## src/rtl/pwm_multichannel.sv

```systemverilog
// Multichannel PWM generator: one shared edge- or center-aligned counter drives
// CHANNELS comparators, with shadowed settings that only change at period boundaries.
module pwm_multichannel #(
    parameter int BIT_WIDTH = 10,
    parameter int CHANNELS  = 4
) (
    input  logic                          clk,
    input  logic                          rst,
    input  logic                          enable,
    input  logic [BIT_WIDTH-1:0]          max_value,
    input  logic                          center_mode,
    input  logic [CHANNELS*BIT_WIDTH-1:0] duty,
    input  logic                          load,
    output logic                          load_ack,
    output logic [CHANNELS-1:0]           pwm_out,
    output logic                          period_start
);

    typedef enum logic {
        DIR_UP,
        DIR_DOWN
    } dir_t;

    localparam logic [BIT_WIDTH-1:0] ONE       = BIT_WIDTH'(1);
    localparam logic [BIT_WIDTH-1:0] RESET_MAX = {{(BIT_WIDTH-1){1'b1}}, 1'b0};

    logic [BIT_WIDTH-1:0] cnt;
    logic [BIT_WIDTH-1:0] cnt_next;
    logic [BIT_WIDTH-1:0] max_act;
    logic                 mode_act;
    logic [BIT_WIDTH-1:0] duty_act [CHANNELS];
    dir_t                 dir;
    dir_t                 dir_next;
    logic                 pending;
    logic                 boundary;
    logic                 update;

    // The last cycle of a period is the only place the shadows may change,
    // except while stopped, where any cycle is safe.
    always_comb begin
        boundary = mode_act ? (dir == DIR_DOWN && cnt == '0) : (cnt == max_act);
        update   = (pending | load) && (boundary || !enable);
        cnt_next = cnt;
        dir_next = dir;
        if (update || !enable) begin
            cnt_next = '0;
            dir_next = DIR_UP;
        end else if (!mode_act) begin
            cnt_next = (cnt == max_act) ? '0 : cnt + ONE;
        end else if (dir == DIR_UP) begin
            if (cnt == max_act)
                dir_next = DIR_DOWN;
            else
                cnt_next = cnt + ONE;
        end else begin
            if (cnt == '0)
                dir_next = DIR_UP;
            else
                cnt_next = cnt - ONE;
        end
    end

    always_ff @(posedge clk) begin
        if (rst) begin
            cnt          <= '0;
            dir          <= DIR_UP;
            pending      <= 1'b0;
            mode_act     <= 1'b0;
            max_act      <= RESET_MAX;
            load_ack     <= 1'b0;
            pwm_out      <= '0;
            period_start <= 1'b0;
            for (int i = 0; i < CHANNELS; i++)
                duty_act[i] <= '0;
        end else begin
            cnt      <= cnt_next;
            dir      <= dir_next;
            pending  <= (pending | load) & ~update;
            load_ack <= update;
            if (update) begin
                max_act  <= max_value;
                mode_act <= center_mode;
                for (int i = 0; i < CHANNELS; i++)
                    duty_act[i] <= duty[i*BIT_WIDTH +: BIT_WIDTH];
            end
            // Outputs compare the current count, so they lag cnt by exactly one cycle.
            period_start <= enable && (cnt == '0) && (dir == DIR_UP);
            for (int i = 0; i < CHANNELS; i++)
                pwm_out[i] <= enable && (cnt < duty_act[i]);
        end
    end

endmodule

```

## config.mk

```make
export PLATFORM = sky130hd
export DESIGN_NAME = pwm_multichannel
export DESIGN_NICKNAME = d
export VERILOG_FILES = /design/src/rtl/pwm_multichannel.sv
export SDC_FILE = /design/constraint.sdc
export NUM_CORES = 1
export LEC_CHECK = 0
export BUFFER_PORTS_ARGS = -buffer_cell sky130_fd_sc_hd__buf_2
export CELL_PAD_IN_SITES_DETAIL_PLACEMENT = 0
export CELL_PAD_IN_SITES_GLOBAL_PLACEMENT = 2
export CORE_AREA = 2 2 124 90
export DETAILED_ROUTE_END_ITERATION = 10
export DIE_AREA = 0 0 126 92
export GPL_ROUTABILITY_DRIVEN = 0
export PLACE_DENSITY = 0.86
export RECOVER_POWER = 100
export SETUP_SLACK_MARGIN = 0.2
export SYNTH_ARGS = -nofsm -noshare
export SYNTH_HDL_FRONTEND = slang
export SYNTH_SLANG_ARGS = --single-unit
```

## constraint.sdc

```tcl
create_clock -name clk -period 5.15 [get_ports clk]
set_input_delay 1.545 -clock clk [delete_from_list [all_inputs] [get_ports clk]]
set_output_delay 1.545 -clock clk [all_outputs]
set_load 0.05 [all_outputs]
```

### After elaboration in Yosys (flattened, before gate mapping)

Memory sizes are Yosys's and may differ from the RTL's.
Index checks and enable logic that the tools add are counted.
Widths: inputs -> output; s select.

| operators by class | value |
|---|---|
| reduce and logical (&&, ||, !) cells | 14 |
| $add $sub $neg | 2 |
| bitwise logic cells | 8 |
| magnitude comparators | 4 |
| eq/ne operators | 3 |
| multiplexer cells | 18 |

Operators by type and width:

| operator | number |
|---|---|
| $mux 10 | 9 |
| $lt 10x10->1 | 4 |
| $add 10x1->10 const B | 1 |
| $eq 10x10->1 | 1 |
| $logic_not 10->1 | 1 |
| $sub 10x1->10 const B | 1 |
| $mux 1 | 9 |
| $logic_and 1x1->1 | 8 |
| $ne 3x3->1 const B | 2 |
| $or 1x1->1 | 5 |
| $logic_or 1x1->1 | 2 |
| $not 1->1 | 2 |
| $reduce_and 2->1 | 1 |
| $reduce_or 2->1 | 1 |
| $and 1x1->1 | 1 |
| $logic_not 1->1 | 1 |

| storage, ports and cells | value |
|---|---|
| word-level logic and storage cells | 58 |
| memories | 1 |
| flip-flop bits (word level) | 29 |
| RAM bits | 40 |
| input bits | 55 |
| output and inout bits | 6 |

Memory list:

| name | depth | bits a word | rd ports | clocked after memory_dff | write ports | RTL line | text |
|---|---|---|---|---|---|---|---|
| duty_act | 4 | 10 | 4 | 0 | 4 | 31 | `logic [BIT_WIDTH-1:0] duty_act [CHANNELS];` |

### Depth between registers and ports, before layout

Gate-level depths: netlist of the first run.

| logic depth | value |
|---|---|
| word-level depth | 9 |
| gate-level depth with buffers | 11 |
| mapped depth without buffers | 8 |

### Worst setup path before layout of the first run

Ideal clock, no wire load.

| path | value |
|---|---|
| path type | input port to flip-flop |
| start point | input port load |
| end point | memory duty_act[0][0], enable pin |
| path buffers | 1 |
| stages | 4 |
| setup time | 350 ps |
| setup slack | 2213 ps |
| data required time | 4800 ps |
| arrival | 2587 ps |
| cells stage by stage | nor2_1 -> a31oi_4 -> buf_4 -> or2_2 |

RTL lines:

| what | RTL line | text |
|---|---|---|
| start, declared | 13 | `input logic load,` |
| end, declared | 31 |  |

==> flow_summary.yaml, run 1 <==
clocking:
  postCtsHoldBufs: 0
  postCtsSetupRepairBufs: 0
  cts_buffers: 9
  clock_latency_ns: 0.33
  clkTransAtPathRegs_ns: 0.06
  cts.path.max_buffers: 2
  cts_root_buf: "clkbuf_16"
  cts_tree: "yes"
  cts_sinks: 69
  cts_resized: 0
  cts_max_level: 3
floorplanning:
  std_cell_rows: 32
  start_util_pct: 37.6
  dieArea_um2: 11600
  coreArea_um2: 10600
  io-pin-count: 61
  die_h_um: 92
  die_w_um: 126
finish:
  nets: 550
  diodes: 0
  area_growth_pct: 16.7
  drive_above_1_share_pct: 15.6
  fill_cells: 1054
  final_area_um2: 4640
synthesis:
  seq_area_frac_synth_pct: 44.9
  ys_types: 44
  synth_edf_count: 40
  synth_area_um2: 3970
  dominantRegCellSynth: "edfxtp_1"
  syn_inst: 403
  async_flop_share_pct: 0
  synth_nets: 496
  synth_seq_cells: 69
  ys_warn_count: 0
  avgSynthCellArea_um2: 9.86
placed_design:
  port_buffers: 60
  hpwlAfterDp_um: 6150
  placed_area_um2: 4330
  post-place-ws_ns: 1.60
run:
  drv_cap: 1
setup_path:
  cp_slowest_cell: "or2_1"
  critPathRequiredTime_ns: 5.07
  crit_family: "simple AND/OR/NAND/NOR gates"
  cpPeakStageDelay_ns: 1.25
  worstPathArrival_ns: 3.94
  worst_setup_path_start_kind: "flip-flop"
  crit_buf_inv: 0
  end_kind: "flip-flop"
  crit_type: "reg -> reg"
  path_cells: "xor2_1, nor4_1, nand4_1, a31oi_4, or2_1"
  crit_fanout: 40
pwr:
  leakagePower_nw: 2.01
  switching_share_pct: 22.6
  ir_drop_uv: 160
  power_frac_seq_pct: 44.4
  p_int_mw: 1.10
  clkPwrFrac_pct: 46.8
  total_power_mw: 1.42
  switchingPower_uw: 322
  p_per_area_nw_per_um2: 307
  comb_power_share_pct: 8.8
timing:
  period_minus_slack_ns: 4.02
  worstMarginPinSlew_ns: 1.59
  hold_viol: 0
  setup-tns-final_ns: 0
  report.final.slew_viol_count: 41
  slew_headroom_pct: -6.15
  period_share_pct: 78.1
  worst_slack_ns: 1.13
  setup_viol: 0
  fin_skew_ns: 0.00719
  rsz0062_at_grt: "false"
  fmax_mhz: 249
global_routing:
  grt_pass1_wl_um: 14000
  grt-ovfl-total: 0
  grt_use_met3_pct: 3.73
  antenna_found_initial: 0
  grt_pass1_vias: 2859
  met2_usage_pct: 23.9
  grt_usage_pct: 15.2
  use_met1_pct: 21.2
  grt.busiest_layer: "met2"
  grt_max_degree: 42
route:
  routed_wirelength_um: 8320
  firstDrtPassIters: 4
  wl_per_cell_um: 13.9
  vias: 2924
  drc: 0
  drtAntennaViolNets: 0
  drtIter0Drc: 146
  viasPerCell: 4.89
outcome:
  violations: "capacitance limit, slew limit"
  status: "finished, violations left"
hold_path:
  hold_class: "reg -> reg"
[final timing paths]
| kind | startpoint | end | slack, ns | depth (start not counted) |
|---|---|---|---|---|
| worst max-delay path | cnt[2]$_SDFFE_PP0P_ | duty_act[3][5]$_SDFFCE_PN0P_ | 1.13 | 5 |
| worst max register to register | cnt[2]$_SDFFE_PP0P_ | duty_act[3][5]$_SDFFCE_PN0P_ | 1.13 | 5 |
| worst min register to register | max_act[8]$_SDFFE_PP1P_ | max_act[8]$_SDFFE_PP1P_ | 0.54 | 2 |
| worst min-delay path | max_act[8]$_SDFFE_PP1P_ | max_act[8]$_SDFFE_PP1P_ | 0.54 | 2 |
[Yosys cell counts, types with 2 or more instances]
cell | instances | share of area, %
and2_1 | 42 | 6.6
inv_1 | 41 | 3.9
edfxtp_1 | 40 | 30
ha_1 | 38 | 12
dfxtp_1 | 29 | 15
nor2_1 | 29 | 2.7
a21oi_1 | 23 | 2.9
a21o_1 | 16 | 3.0
nand2_1 | 16 | 1.5
nor3_1 | 15 | 1.9
nand3_1 | 14 | 1.8
xor2_1 | 12 | 2.6
o21ai_0 | 8 | 1.0
a31oi_1 | 6 | 0.94
buf_2 | 6 | 0.76
nand2b_1 | 6 | 0.94
nand4_1 | 6 | 0.94
and4_1 | 5 | 1.1
buf_6 | 5 | 1.4
nor2b_1 | 5 | 0.79
nor4_1 | 4 | 0.63
xnor2_1 | 4 | 0.88
and3_1 | 3 | 0.47
clkbuf_1 | 3 | 0.28
mux2i_1 | 3 | 0.76
or3_1 | 3 | 0.47
buf_4 | 2 | 0.38
o31ai_1 | 2 | 0.38
or2_2 | 2 | 0.31
[area by class of cell]
cell class | instances | area (µm²) | area share, %
clock buffer | 10 | 229 | 4.94
clock inverter | 6 | 93.8 | 2.02
inverter | 41 | 154 | 3.32
multi-input combinational | 276 | 1920 | 41.3
sequential | 69 | 1780 | 38.4
tap | 136 | 170 | 3.67
timing repair buffer | 60 | 292 | 6.29
[layer usage]
metal	vias to the layer above	share of wire, %
li1	1509	-
met1	1340	51
met2	64	44
met3	11	3.8
met4	0	1.0
met5	-	0
[power groups by stage]
stage	clock network [mW]	logic [mW]	registers [mW]
floorplan	0	0.0818	0.646
global placement	0	0.126	0.642
detailed placement	0	0.128	0.642
CTS	0.675	0.129	0.631
global route	0.701	0.143	0.635
finish	0.666	0.126	0.631
[placed cells by master, fill, tap and decap left out, types with 5 or more instances in the layout]
cell	netlist	final
a31oi_1	6	6
nand2_1	16	16
nand2b_1	6	6
edfxtp_1	40	40
nand4_1	6	6
buf_2	6	53
xor2_1	12	12
dfxtp_1	29	29
clkbuf_1	3	8
ha_1	38	38
nand3_1	14	14
nor2b_1	5	5
o21ai_0	8	9
a21o_1	16	16
clkbuf_16	0	9
and4_1	5	5
and2_1	42	18
nor2_1	29	29
and2_0	0	24
nor3_1	15	15
a21oi_1	23	23
inv_1	41	41
[sequential cells by signal (all words and copies together), names as in the netlist]
register      flops
max_act          10
cnt              10
pending           1
period_start      1
dir               1
load_ack          1
pwm_out           4
duty_act         40
mode_act          1
[worst min-delay path, delay by kind of cell (launching register included)]
| kind | cells | cell delay [ns] |
|---|---|---|
| flops | 1 | 0.34 |
| compound gates | 1 | 0.10 |
| simple gates | 1 | 0.06 |
[kinds of logic after synthesis]
family	count (synthesis)	synth area share, %
xor+xnor	16	3.53
fa+ha+maj	38	12.0
compound gates	65	10.6
flops	69	44.9
simple gates	154	21.5
mux	3	0.756
buf+inv	58	6.83
[through the flow]
stage,hold WS [ns],std cells,util (%)
after floorplan,0.480,403,-
after global placement,0.531,582,40.9
after detailed placement,0.532,582,40.9
after CTS,0.547,598,44.0
after global routing,0.571,598,43.9
final,0.542,598,43.9
Note: power is estimated with default switching activity, not from simulation.
==> inputs of run 2 (changes only) <==
--- a/config.mk
+++ b/config.mk
@@ -8,11 +8,11 @@
 export BUFFER_PORTS_ARGS = -buffer_cell sky130_fd_sc_hd__buf_2
 export CELL_PAD_IN_SITES_DETAIL_PLACEMENT = 0
 export CELL_PAD_IN_SITES_GLOBAL_PLACEMENT = 2
-export CORE_AREA = 2 2 124 90
+export CORE_AREA = 2 2 129 93
 export DETAILED_ROUTE_END_ITERATION = 10
-export DIE_AREA = 0 0 126 92
+export DIE_AREA = 0 0 131 95
 export GPL_ROUTABILITY_DRIVEN = 0
-export PLACE_DENSITY = 0.86
+export PLACE_DENSITY = 0.81
 export RECOVER_POWER = 100
 export SETUP_SLACK_MARGIN = 0.2
 export SYNTH_ARGS = -nofsm -noshare
==> constraint.sdc (replaced) <==
create_clock -name clk -period 4.11 [get_ports clk]
set_input_delay 1.233 -clock clk [delete_from_list [all_inputs] [get_ports clk]]
set_output_delay 1.233 -clock clk [all_outputs]
set_load 0.05 [all_outputs]
==> flow_summary.yaml, run 2 (same netlist as run 1, synthesis figures left out) <==
setup_path:
  path_cells: "xor2_1, nor4_1, nand4_1, a31oi_4, or2_2, buf_4"
  reg2reg_slack_ns: 0.96
  reg2regPathDepth: 6
  r2r-end: "duty_act[3][5]$_SDFFCE_PN0P_"
  cp-endpoint: "duty_act[3][5]$_SDFFCE_PN0P_"
  crit-reg2reg-launch: "cnt[2]$_SDFFE_PP0P_"
  worstPathArrival_ns: 3.13
  end_kind: "flip-flop"
  setup.worst_path.start: "cnt[2]$_SDFFE_PP0P_"
  crit_type: "reg -> reg"
  cpPeakStageDelay_ns: 0.72
  crit_fanout: 40
  critPathRequiredTime_ns: 4.08
  worst_setup_path_start_kind: "flip-flop"
  cp_slowest_cell: "dfxtp_1"
global_routing:
  antenna_found_initial: 0
  grt_pass1_wl_um: 14300
  grt_usage_pct: 15.4
  grt_pass1_vias: 2801
  grt_max_degree: 42
  grt-ovfl-total: 0
timing:
  period_share_pct: 76.8
  setup_viol: 0
  hold_viol: 0
  slew_headroom_pct: 37.4
  report.final.slew_viol_count: 0
  period_minus_slack_ns: 3.15
  fmax_mhz: 317
  rsz0062_at_grt: "false"
  setup-tns-final_ns: 0
  fin_skew_ns: 0.00870
  worstMarginPinSlew_ns: 0.929
pwr:
  clkPwrFrac_pct: 46.8
  comb_power_share_pct: 8.9
  p_int_mw: 1.38
  switchingPower_uw: 412
  switching_share_pct: 23.0
  p_per_area_nw_per_um2: 380
  leakagePower_nw: 2.03
  ir_drop_uv: 231
  power_frac_seq_pct: 44.2
clocking:
  cts_buffers: 9
  clock_latency_ns: 0.34
  cts.path.max_buffers: 2
  postCtsSetupRepairBufs: 0
  cts_tree: "yes"
  postCtsHoldBufs: 0
  cts_resized: 0
  clkTransAtPathRegs_ns: 0.06
  cts_root_buf: "clkbuf_16"
  cts_sinks: 69
  cts_max_level: 3
finish:
  max_flop_register: "duty_act"
  nets: 555
  largest_reg_flops: 40
  area_growth_pct: 18.3
  fin_util_pct: 41.4
  multi_input_area_um2: 1920
  diodes: 0
  fill_cells: 1157
  reg.largest.list: "duty_act: 40 flops, cnt: 10 flops, max_act: 10 flops"
  seq_area_um2: 1780
  layout_common_cells: "buf_2, inv_1, edfxtp_1"
  drive_above_1_share_pct: 16.9
  final_common_cell: "buf_2"
route:
  routed_wirelength_um: 8720
  drtAntennaViolNets: 0
  firstDrtPassIters: 4
  drtIter0Drc: 144
  vias: 2951
  drc: 0
  wl_per_cell_um: 14.0
  viasPerCell: 4.73
floorplanning:
  dieArea_um2: 12400
  coreArea_um2: 11400
  die_w_um: 131
  io-pin-count: 61
  die_h_um: 95
  std_cell_rows: 33
  start_util_pct: 35.0
placed_design:
  port_buffers: 60
  hpwlAfterDp_um: 6380
run:
  drv_cap: 0
hold_path:
  min_path_cells: 2
  hold_class: "reg -> reg"
outcome:
  status: "complete, no violations"
==> run 2: power by group through the flow <==
stage	sequential (mW)	combinational (mW)	clock [mW]
after floorplan	0.809	0.103	0
after global placement	0.804	0.161	0
after detailed placement	0.805	0.163	0
after CTS	0.791	0.165	0.852
after global routing	0.795	0.182	0.884
final	0.790	0.160	0.837
==> run 2: stage by stage <==
step	setup slack [ns]	instances	hold slack, ns	cell area [µm²]	total power, mW
after floorplan	1.21	403	0.480	3970	0.912
after global placement	1.11	608	0.521	4390	0.965
after detailed placement	1.00	608	0.528	4390	0.969
after CTS	0.983	624	0.542	4710	1.81
after global routing	0.612	624	0.570	4700	1.86
final	0.955	624	0.536	4700	1.79
==> run 2: worst max-delay path: cells and delay by family, from the launching register on <==
kind / cells / cell delay, ns
DFF: 1 / 0.72
buffers and inverters: 1 / 0.42
and+or+nand+nor: 3 / 1.06
AOI/OAI and AO/OA: 1 / 0.41
xor gates and xnor gates: 1 / 0.14
==> run 2: how the worst min path moves through the flow <==
stage                                  from                       to  slack (ns)
floorplan           max_act[0]$_SDFFE_PP0P_  max_act[0]$_SDFFE_PP0P_        0.48
global placement    max_act[5]$_SDFFE_PP1P_  max_act[5]$_SDFFE_PP1P_        0.52
detailed placement  max_act[9]$_SDFFE_PP1P_  max_act[9]$_SDFFE_PP1P_        0.53
CTS                 max_act[9]$_SDFFE_PP1P_  max_act[9]$_SDFFE_PP1P_        0.54
global route        max_act[4]$_SDFFE_PP1P_  max_act[4]$_SDFFE_PP1P_        0.57
finish              max_act[5]$_SDFFE_PP1P_  max_act[5]$_SDFFE_PP1P_        0.54
==> run 2: per-layer routing <==
metal	up-vias	track usage, %	share of wire (%)
li1	1522	-	-
met1	1349	21.9	51
met2	69	22.4	43
met3	11	5.55	5.3
met4	0	3.55	1.2
met5	-	0	0
==> run 2: final cells by class <==
type	count	share of cell area, %
multi-input cells	276	40.8
flip-flops and latches	69	37.9
repair buffers	65	6.92
clock buffers	9	4.79
well taps	157	4.18
inverters	41	3.27
clock inverters	7	2.10
